**config.mk**
```make
export PLATFORM = sky130hd
export DESIGN_NAME = sine_wave_analyser_flat
export DESIGN_NICKNAME = d
export VERILOG_FILES = /design/src/rtl/sine_pkg.sv /design/src/rtl/sine_wave_analyser_if.sv /design/src/rtl/sine_wave_analyser_crossing_detector.sv /design/src/rtl/sine_wave_analyser.sv /design/src/flat_wrapper.sv
export SDC_FILE = /design/constraint.sdc
export NUM_CORES = 1
export LEC_CHECK = 0
export ABC_AREA = 1
export CAP_MARGIN = 20
export CORE_MARGIN = 3
export CORE_UTILIZATION = 51
export CTS_CLUSTER_DIAMETER = 30
export DETAILED_ROUTE_END_ITERATION = 10
export PLACE_DENSITY = 0.77
export SYNTH_ARGS = -nofsm -noshare
export SYNTH_HDL_FRONTEND = slang
export SYNTH_SLANG_ARGS = --single-unit
```
**constraint.sdc**
```tcl
create_clock -name clock -period 1.7 [get_ports clock]
set_input_delay 0.34 -clock clock [delete_from_list [all_inputs] [get_ports clock]]
set_output_delay 0.34 -clock clock [all_outputs]
set_load 0.02 [all_outputs]
```
**src/rtl/sine_pkg.sv**
```systemverilog
// Shared definitions for the sine generator / analyser pair: defaults, midscale and crossing-detector states.
package sine_pkg;

  localparam int unsigned SINE_SIZE_DEF  = 12;
  localparam int unsigned PHASE_SIZE_DEF = 10;
  localparam int unsigned HYST_DEF       = 16;
  localparam int unsigned PERIOD_W_DEF   = 16;
  localparam int unsigned MID            = 2 ** (SINE_SIZE_DEF - 1);

  typedef enum logic [1:0] {
    SEEK = 2'd0,
    LOW  = 2'd1,
    HIGH = 2'd2
  } cross_state_e;

endpackage

```
**src/rtl/sine_wave_analyser_if.sv**
```systemverilog
// Sample stream in, per-cycle measurements out, for the sine wave analyser.
interface sine_wave_analyser_if #(
  parameter int unsigned SINE_SIZE = sine_pkg::SINE_SIZE_DEF,
  parameter int unsigned PERIOD_W  = sine_pkg::PERIOD_W_DEF
) ();
  logic [SINE_SIZE-1:0] sampleIn;
  logic                 sampleValid;
  logic                 clear;
  logic [PERIOD_W-1:0]  period;
  logic [PERIOD_W-1:0]  highTime;
  logic [SINE_SIZE-1:0] peak;
  logic [SINE_SIZE-1:0] trough;
  logic                 measValid;
  logic                 overflow;
  logic                 locked;

  modport master (
    output sampleIn, sampleValid, clear,
    input  period, highTime, peak, trough, measValid, overflow, locked
  );

  modport slave (
    input  sampleIn, sampleValid, clear,
    output period, highTime, peak, trough, measValid, overflow, locked
  );
endinterface

```
**src/rtl/sine_wave_analyser_crossing_detector.sv**
```systemverilog
// Hysteresis comparator around midscale plus the SEEK/LOW/HIGH tracker; flags rising crossings.
module crossing_detector
  import sine_pkg::*;
#(
  parameter int unsigned SINE_SIZE = sine_pkg::SINE_SIZE_DEF,
  parameter int unsigned HYST      = sine_pkg::HYST_DEF
) (
  input  logic                 clock,
  input  logic                 reset,
  input  logic [SINE_SIZE-1:0] i_sample,
  input  logic                 i_valid,
  input  logic                 i_clear,
  input  logic                 i_abort,
  output logic                 o_rise_c,
  output logic                 o_in_high_c
);

  localparam int unsigned          MID_V = 2 ** (SINE_SIZE - 1);
  localparam logic [SINE_SIZE-1:0] LO_TH = SINE_SIZE'(MID_V - HYST);
  localparam logic [SINE_SIZE-1:0] HI_TH = SINE_SIZE'(MID_V + HYST);

  cross_state_e r_state;
  cross_state_e w_adv;
  cross_state_e w_next;
  logic         w_below;
  logic         w_above;

  always_ff @(posedge clock or negedge reset) begin
    if (!reset) r_state <= SEEK;
    else        r_state <= w_next;
  end

  // w_adv is where the current sample would take us; clear/abort override it.
  always_comb begin
    w_adv       = r_state;
    w_next      = r_state;
    o_rise_c    = 1'b0;
    o_in_high_c = 1'b0;
    w_below     = (i_sample <= LO_TH);
    w_above     = (i_sample >= HI_TH);
    case (r_state)
      SEEK:    if (w_below) w_adv = LOW;
      LOW:     if (w_above) begin
                 w_adv    = HIGH;
                 o_rise_c = i_valid;
               end
      HIGH:    if (w_below) w_adv = LOW;
      default: w_adv = SEEK;
    endcase
    if (i_clear || i_abort) w_next = SEEK;
    else if (i_valid)       w_next = w_adv;
    o_in_high_c = i_valid && (w_adv == HIGH);
  end

endmodule

```
**src/rtl/sine_wave_analyser.sv**
```systemverilog
// Measures period, high time, peak and trough of each full cycle of an offset-binary sine stream.
module sine_wave_analyser
  import sine_pkg::*;
#(
  parameter int unsigned SINE_SIZE = sine_pkg::SINE_SIZE_DEF,
  parameter int unsigned HYST      = sine_pkg::HYST_DEF,
  parameter int unsigned PERIOD_W  = sine_pkg::PERIOD_W_DEF
) (
  input  logic                 clock,
  input  logic                 reset,
  sine_wave_analyser_if.slave  bus
);

  localparam logic [PERIOD_W-1:0] CNT_MAX  = '1;
  localparam logic [PERIOD_W-1:0] CNT_LAST = {{(PERIOD_W-1){1'b1}}, 1'b0};

  logic                 w_rise;
  logic                 w_in_high;
  logic                 w_sat;
  logic                 r_have_rx;
  logic [PERIOD_W-1:0]  r_cnt;
  logic [PERIOD_W-1:0]  r_hcnt;
  logic [SINE_SIZE-1:0] r_run_max;
  logic [SINE_SIZE-1:0] r_run_min;
  logic [PERIOD_W-1:0]  r_period;
  logic [PERIOD_W-1:0]  r_high_time;
  logic [SINE_SIZE-1:0] r_peak;
  logic [SINE_SIZE-1:0] r_trough;
  logic                 r_meas_valid;
  logic                 r_overflow;
  logic                 r_locked;

  // Period counter about to hit its ceiling: abandon this cycle and re-seek.
  assign w_sat = bus.sampleValid && r_have_rx && (r_cnt == CNT_LAST);

  crossing_detector #(
    .SINE_SIZE (SINE_SIZE),
    .HYST      (HYST)
  ) u_cross (
    .clock       (clock),
    .reset       (reset),
    .i_sample    (bus.sampleIn),
    .i_valid     (bus.sampleValid),
    .i_clear     (bus.clear),
    .i_abort     (w_sat),
    .o_rise_c    (w_rise),
    .o_in_high_c (w_in_high)
  );

  always_ff @(posedge clock or negedge reset) begin
    if (!reset) begin
      r_have_rx    <= 1'b0;
      r_cnt        <= '0;
      r_hcnt       <= '0;
      r_run_max    <= '0;
      r_run_min    <= '0;
      r_period     <= '0;
      r_high_time  <= '0;
      r_peak       <= '0;
      r_trough     <= '0;
      r_meas_valid <= 1'b0;
      r_overflow   <= 1'b0;
      r_locked     <= 1'b0;
    end else if (bus.clear) begin
      r_have_rx    <= 1'b0;
      r_cnt        <= '0;
      r_hcnt       <= '0;
      r_run_max    <= '0;
      r_run_min    <= '0;
      r_period     <= '0;
      r_high_time  <= '0;
      r_peak       <= '0;
      r_trough     <= '0;
      r_meas_valid <= 1'b0;
      r_overflow   <= 1'b0;
      r_locked     <= 1'b0;
    end else begin
      r_meas_valid <= 1'b0;
      if (bus.sampleValid) begin
        if (w_sat) begin
          r_cnt      <= CNT_MAX;
          r_overflow <= 1'b1;
          r_have_rx  <= 1'b0;
        end else if (w_rise) begin
          if (r_have_rx) begin
            r_period     <= r_cnt + PERIOD_W'(1);
            r_high_time  <= r_hcnt;
            r_peak       <= r_run_max;
            r_trough     <= r_run_min;
            r_meas_valid <= 1'b1;
            r_locked     <= 1'b1;
          end
          // The crossing sample opens the new cycle and counts as high.
          r_have_rx <= 1'b1;
          r_cnt     <= '0;
          r_hcnt    <= PERIOD_W'(1);
          r_run_max <= bus.sampleIn;
          r_run_min <= bus.sampleIn;
        end else if (r_have_rx) begin
          r_cnt <= r_cnt + PERIOD_W'(1);
          if (w_in_high && (r_hcnt != CNT_MAX)) r_hcnt <= r_hcnt + PERIOD_W'(1);
          if (bus.sampleIn > r_run_max) r_run_max <= bus.sampleIn;
          if (bus.sampleIn < r_run_min) r_run_min <= bus.sampleIn;
        end
      end
    end
  end

  assign bus.period    = r_period;
  assign bus.highTime  = r_high_time;
  assign bus.peak      = r_peak;
  assign bus.trough    = r_trough;
  assign bus.measValid = r_meas_valid;
  assign bus.overflow  = r_overflow;
  assign bus.locked    = r_locked;

endmodule
```
**src/flat_wrapper.sv**
```systemverilog
// flat-port wrapper written by rule: the top's interface ports become plain ports
module sine_wave_analyser_flat import sine_pkg::*;
#(
  parameter int unsigned SINE_SIZE = sine_pkg::SINE_SIZE_DEF,
  parameter int unsigned HYST      = sine_pkg::HYST_DEF,
  parameter int unsigned PERIOD_W  = sine_pkg::PERIOD_W_DEF
)
  (clock, reset, bus_sampleIn, bus_sampleValid, bus_clear, bus_period, bus_highTime, bus_peak, bus_trough, bus_measValid, bus_overflow, bus_locked);
  sine_wave_analyser_if #(.SINE_SIZE(SINE_SIZE), .PERIOD_W(PERIOD_W)) bus_i ();
  input  logic clock;
  input  logic reset;
  input wire logic [$bits(bus_i.sampleIn)-1:0] bus_sampleIn;
  input wire logic [$bits(bus_i.sampleValid)-1:0] bus_sampleValid;
  input wire logic [$bits(bus_i.clear)-1:0] bus_clear;
  output wire logic [$bits(bus_i.period)-1:0] bus_period;
  output wire logic [$bits(bus_i.highTime)-1:0] bus_highTime;
  output wire logic [$bits(bus_i.peak)-1:0] bus_peak;
  output wire logic [$bits(bus_i.trough)-1:0] bus_trough;
  output wire logic [$bits(bus_i.measValid)-1:0] bus_measValid;
  output wire logic [$bits(bus_i.overflow)-1:0] bus_overflow;
  output wire logic [$bits(bus_i.locked)-1:0] bus_locked;
  assign bus_i.sampleIn = bus_sampleIn;
  assign bus_i.sampleValid = bus_sampleValid;
  assign bus_i.clear = bus_clear;
  assign bus_period = bus_i.period;
  assign bus_highTime = bus_i.highTime;
  assign bus_peak = bus_i.peak;
  assign bus_trough = bus_i.trough;
  assign bus_measValid = bus_i.measValid;
  assign bus_overflow = bus_i.overflow;
  assign bus_locked = bus_i.locked;
  sine_wave_analyser #(.SINE_SIZE(SINE_SIZE), .HYST(HYST), .PERIOD_W(PERIOD_W)) u_core (.clock(clock), .reset(reset), .bus(bus_i));
endmodule
```
==> results by stage <==
STA:
- The minimum clock period is 1.92 ns.
- The number of hold-slack violations in the final timing report is 0.
- The worst path uses 113% of the clock period.
- Setup repair after global routing could not meet its margin everywhere.
- The total count of max-transition violations in the final report is 0.
- Clock skew on the completed layout was measured at 0.00515 ns.
- Setup violations remaining at the end of the flow were counted as 99.
- For the pin with the worst max-slew slack, the measured transition is 0.531 ns.
- Measured against its own limit, the worst slew margin works out to 64.5%.
- The maximum clock rate is 521 MHz.
- The final worst-path setup slack is -0.219 ns.

Setup path:
- The data required time at the worst endpoint is 1.99 ns.
- The critical path buffer and inverter count is 2.
- STA classifies the critical path startpoint as a flip-flop.
- The slack of the worst reg-to-reg path is -0.22 ns.
- The end of the worst register-to-register path is u_core.r_run_min[11].
- The reg-to-reg critical path startpoint is u_core.r_run_min[8].
- For the worst setup path, the data arrival time is 2.21 ns.
- The kind of cell with the highest combined delay on the critical path is simple AND/OR/NAND/NOR gates.
- The critical path goes through inv_1 > ha_1 > nand2_2 > nor4_4 > nand2_1 > nand2_2 > nand2_4 > buf_6 > nand3_2 > nand2_1.
- The slowest stage of the critical path is the sky130_fd_sc_hd__dfrtp_1 cell.
- Of all nets on the critical path, the largest fanout is 6.
- The startpoint-to-endpoint class of the critical path is reg2reg.
- The worst setup path is captured at a flip-flop.
- The logic depth of the worst register-to-register path is 10.
- The maximum single-stage delay on the critical path is 0.37 ns.

Clock network:
- The clock transition at the registers of the reported paths is 0.06 ns.
- The tree is rooted in a sky130_fd_sc_hd__clkbuf_16.
- The maximum buffer depth of the clock tree is 2.
- For the worst-skew pair, the clock arrives at the later sink with an insertion delay of 0.43 ns.
- The clock tree from TritonCTS is built.
- In this run, CTS created clock tree buffers numbering 17.
- Counting every sink on the clock net gives 118.
- The H-tree depth is 4.

Finish:
- The final net count is 1008.
- From synthesis to final layout, the design area changed by 43.4%.
- The share of final-layout standard cells stronger than drive strength 1 is 27.4%.
- 0 antenna diodes ended up in the layout.
- After filler insertion, the fill cell instance count of the layout stands at 765.
- The non-filler instance count after layout is 1122.

Synth:
- The per-instance average area after synthesis is 7.85 µm².
- Counting distinct cell types in the post-synthesis netlist gives 29.
- The post-synth net total is 838.
- Yosys attributes the largest share of cell area to sky130_fd_sc_hd__dfrtp_1 (47%), sky130_fd_sc_hd__nand2_1 (16%), sky130_fd_sc_hd__ha_1 (5.2%).
- The synthesized design contains 0 enable-type register cells.
- The cell count after synthesis is 796.
- After synthesis, flip-flops and latches occupy 47.2% of the total area.
- The library cell with the largest summed area after synthesis is sky130_fd_sc_hd__dfrtp_1.
- The count of state elements after synthesis is 118.
- The fraction of post-synthesis cell area in the top cell type by area is 47.2%.
- The synthesized netlist occupies a cell area of 6250 µm².
- The most used flip-flop cell after synthesis is sky130_fd_sc_hd__dfrtp_1.
- The count of synthesis-stage warnings from yosys is 0.
- The proportion of synthesized flip-flops having asynchronous set or reset is 100%.

Routing:
- The detail-routed net length per standard cell is 18.3 µm.
- The routed design has 20.5 mm of wire.
- After detailed routing, the number of remaining DRC violations is 0.
- The average vias per placed instance is 5.64.
- The routed layout has 6326 vias.
- The violation count after the first detailed-routing iteration is 618.
- The remaining antenna violation count after routing is 0.
- The length of the first detailed-routing pass in iterations is 5.

Floorplan:
- The overall die height is 117 µm.
- Once the floorplan was initialized, standard cells occupied 53.4% of the core.
- The number of top-level pins is 75.
- The die is 117 µm wide.
- The die covers 13600 µm².
- In this run the core area contains 39 standard-cell rows.
- The placeable core region is 11700 µm².

Outcome:
- The final reports fail on setup timing.
- The run finished, with violations left.

Power and ir drop:
- Cell internal power was estimated by the tool at 6.18 mW.
- Sequential cells account for 36.0% of the total power.
- VDD sags by at most 872 µV.
- The clock group share of total power is 42.8%.
- In this run the power density over the cells is 971 nW/µm².
- The analysis attributes to net switching a power of 2.52 mW.
- For this design the static power due to leakage is 4.70 nW.
- The switching part of the total power is 28.9%.
- The total power is 8.70 mW.
- The share of total power dissipated in combinational logic is 21.2%.

Placement:
- Routability-driven placement finished with a final weighted congestion of 0.891.
- The wire-length estimate of the detail-placed layout is 11.1 mm.
- The count of port buffers added during placement is 74.
- The number of placed instances, taps included is 1071.

Global route:
- The number of global-route vias before repair is 5793.
- Entering global routing, the biggest net connects 45 pins.
- The number of antenna violations at the first check in global routing is 0.
- After global routing the overflow that remains totals 0.
- Global routing used 27.6% of the available tracks across all layers.
- The first global-routing pass estimated 28.9 mm of wire.

Hold path:
- The worst hold path class is in2async.

Run:
- Max-cap violations in this run came to 0.
-- layer usage --
layer  global-route usage (%)  wire (µm)
met5                        0          0
met4                     7.65        900
met3                     7.31       1550
met2                     46.1      10000
met1                     35.5       8040
-- layout make-up --
class / count / area, µm² / area share [%]
clock inverters: 9 / 123 / 1.37
multi-input cells: 569 / 3280 / 36.7
flip-flops and latches: 118 / 2950 / 33.0
well taps: 143 / 179 / 2.00
repair buffers: 178 / 1620 / 18.1
inverters: 82 / 315 / 3.52
clock buffers: 23 / 488 / 5.45
-- kinds of logic (layout without fill, tap and decap cells) --
family                   count (synthesis)  after routing  share of synthesized area (%)
AND/OR/NAND/NOR                        428            430                           28.2
flip-flops                             118            118                           47.2
buffers and inverters                  111            292                           8.07
AO/OA/AOI/OAI                           99             99                           9.33
adder cells (fa/ha/maj)                 26             26                           5.21
XOR/XNOR                                14             14                           1.96
-- synth_stat cells, types with 5 or more instances --
cell                      count
sky130_fd_sc_hd__o21ai_2     22
sky130_fd_sc_hd__a21oi_1     12
sky130_fd_sc_hd__ha_1        26
sky130_fd_sc_hd__nor2_1      65
sky130_fd_sc_hd__o21ai_1     20
sky130_fd_sc_hd__inv_2        5
sky130_fd_sc_hd__dfrtp_1    118
sky130_fd_sc_hd__inv_1       77
sky130_fd_sc_hd__nand4_1      7
sky130_fd_sc_hd__buf_2       16
sky130_fd_sc_hd__nand2_2      6
sky130_fd_sc_hd__o21ai_0     43
sky130_fd_sc_hd__buf_6        5
sky130_fd_sc_hd__nand3_1     64
sky130_fd_sc_hd__xor2_1      11
sky130_fd_sc_hd__nand2_1    273
sky130_fd_sc_hd__nor3_1       7
-- worst max-delay path by stage --
| stage | startpoint | endpoint | slack (ns) | cells after the start |
|---|---|---|---|---|
| global placement | bus_sampleIn[7] | u_core.r_run_min[4] | -0.51 | 10 |
| CTS | u_core.r_cnt[0] | u_core.bus.highTime[13] | -0.03 | 12 |
| finish | u_core.r_run_min[8] | u_core.r_run_min[11] | -0.22 | 10 |
| detailed placement | bus_sampleIn[11] | u_core.r_run_min[9] | -0.55 | 10 |
| floorplan | u_core.r_cnt[0] | u_core.r_run_max[10] | 0.05 | 13 |
| global route | u_core.r_run_min[11] | u_core.r_run_min[11] | -0.25 | 10 |
-- timing repair --
item,in CTS,in global routing
buffers inserted,7,7
hold buffers,1,0
pin swaps,11,44
endpoints found under the hold margin,23,0
resized for setup,122,101
gates cloned,4,3
setup endpoints to repair,155,114
-- per-stage QoR --
| step | instance area [µm²] | setup WS, ns | utilization (%) | setup TNS, ns | hold slack (ns) |
|---|---|---|---|---|---|
| after floorplan | 6250 | 0.0498 | - | 0 | 0.0444 |
| after global placement | 7710 | -0.511 | 65.8 | -51.42 | 0.281 |
| after detailed placement | 7710 | -0.551 | 65.8 | -53.19 | 0.278 |
| after CTS | 8600 | -0.0256 | 73.4 | -0.451 | 0.380 |
| after global routing | 8960 | -0.249 | 76.5 | -14.84 | 0.389 |
| final | 8960 | -0.219 | 76.5 | -6.15 | 0.372 |
-- flip-flops by register name, indices dropped and copies added, names as in the netlist --
name and flops:
u_core.bus.highTime 16, u_core.bus.locked 1, u_core.bus.period 16, u_core.bus.trough 12, u_core.bus.peak 12, u_core.r_cnt 16, u_core.u_cross.r_state 2, u_core.r_have_rx 1
u_core.r_hcnt 16, u_core.bus.overflow 1, u_core.bus.measValid 1, u_core.r_run_max 12, u_core.r_run_min 12
-- cells in the final DEF (no fill, tap or decap), types with 10 or more instances in the layout --
cell	netlist	final
sky130_fd_sc_hd__buf_4	2	84
sky130_fd_sc_hd__nand2_2	6	20
sky130_fd_sc_hd__ha_4	0	10
sky130_fd_sc_hd__o21ai_2	22	27
sky130_fd_sc_hd__dfrtp_1	118	118
sky130_fd_sc_hd__ha_1	26	14
sky130_fd_sc_hd__inv_1	77	59
sky130_fd_sc_hd__o21ai_0	43	33
sky130_fd_sc_hd__xor2_1	11	10
sky130_fd_sc_hd__clkbuf_16	0	17
sky130_fd_sc_hd__buf_6	5	10
sky130_fd_sc_hd__nand2_4	1	13
sky130_fd_sc_hd__nor2_1	65	61
sky130_fd_sc_hd__dlygate4sd2_1	0	66
sky130_fd_sc_hd__nand2_1	273	248
sky130_fd_sc_hd__nand3_2	1	20
sky130_fd_sc_hd__o21ai_1	20	23
sky130_fd_sc_hd__nand3_1	64	44
sky130_fd_sc_hd__inv_2	5	22
-- power groups by stage --
stage	registers [mW]	logic (mW)	clock network, mW
2_1_floorplan	3.13	0.715	0
3_3_place_gp	3.14	1.23	0
3_5_place_dp	3.14	1.26	0
4_1_cts	3.10	1.48	3.72
5_1_grt	3.15	1.98	3.86
6_report	3.13	1.84	3.72
-- worst register-to-register path, stage by stage (launching register included) --
cell                      delay (ns)
sky130_fd_sc_hd__dfrtp_1        0.37
sky130_fd_sc_hd__inv_1          0.11
sky130_fd_sc_hd__ha_1           0.31
sky130_fd_sc_hd__nand2_2        0.09
sky130_fd_sc_hd__nor4_4         0.31
sky130_fd_sc_hd__nand2_1        0.11
sky130_fd_sc_hd__nand2_2        0.09
sky130_fd_sc_hd__nand2_4        0.09
sky130_fd_sc_hd__buf_6          0.16
sky130_fd_sc_hd__nand3_2        0.06
sky130_fd_sc_hd__nand2_1        0.10
Power figures use the tool's default switching activity.
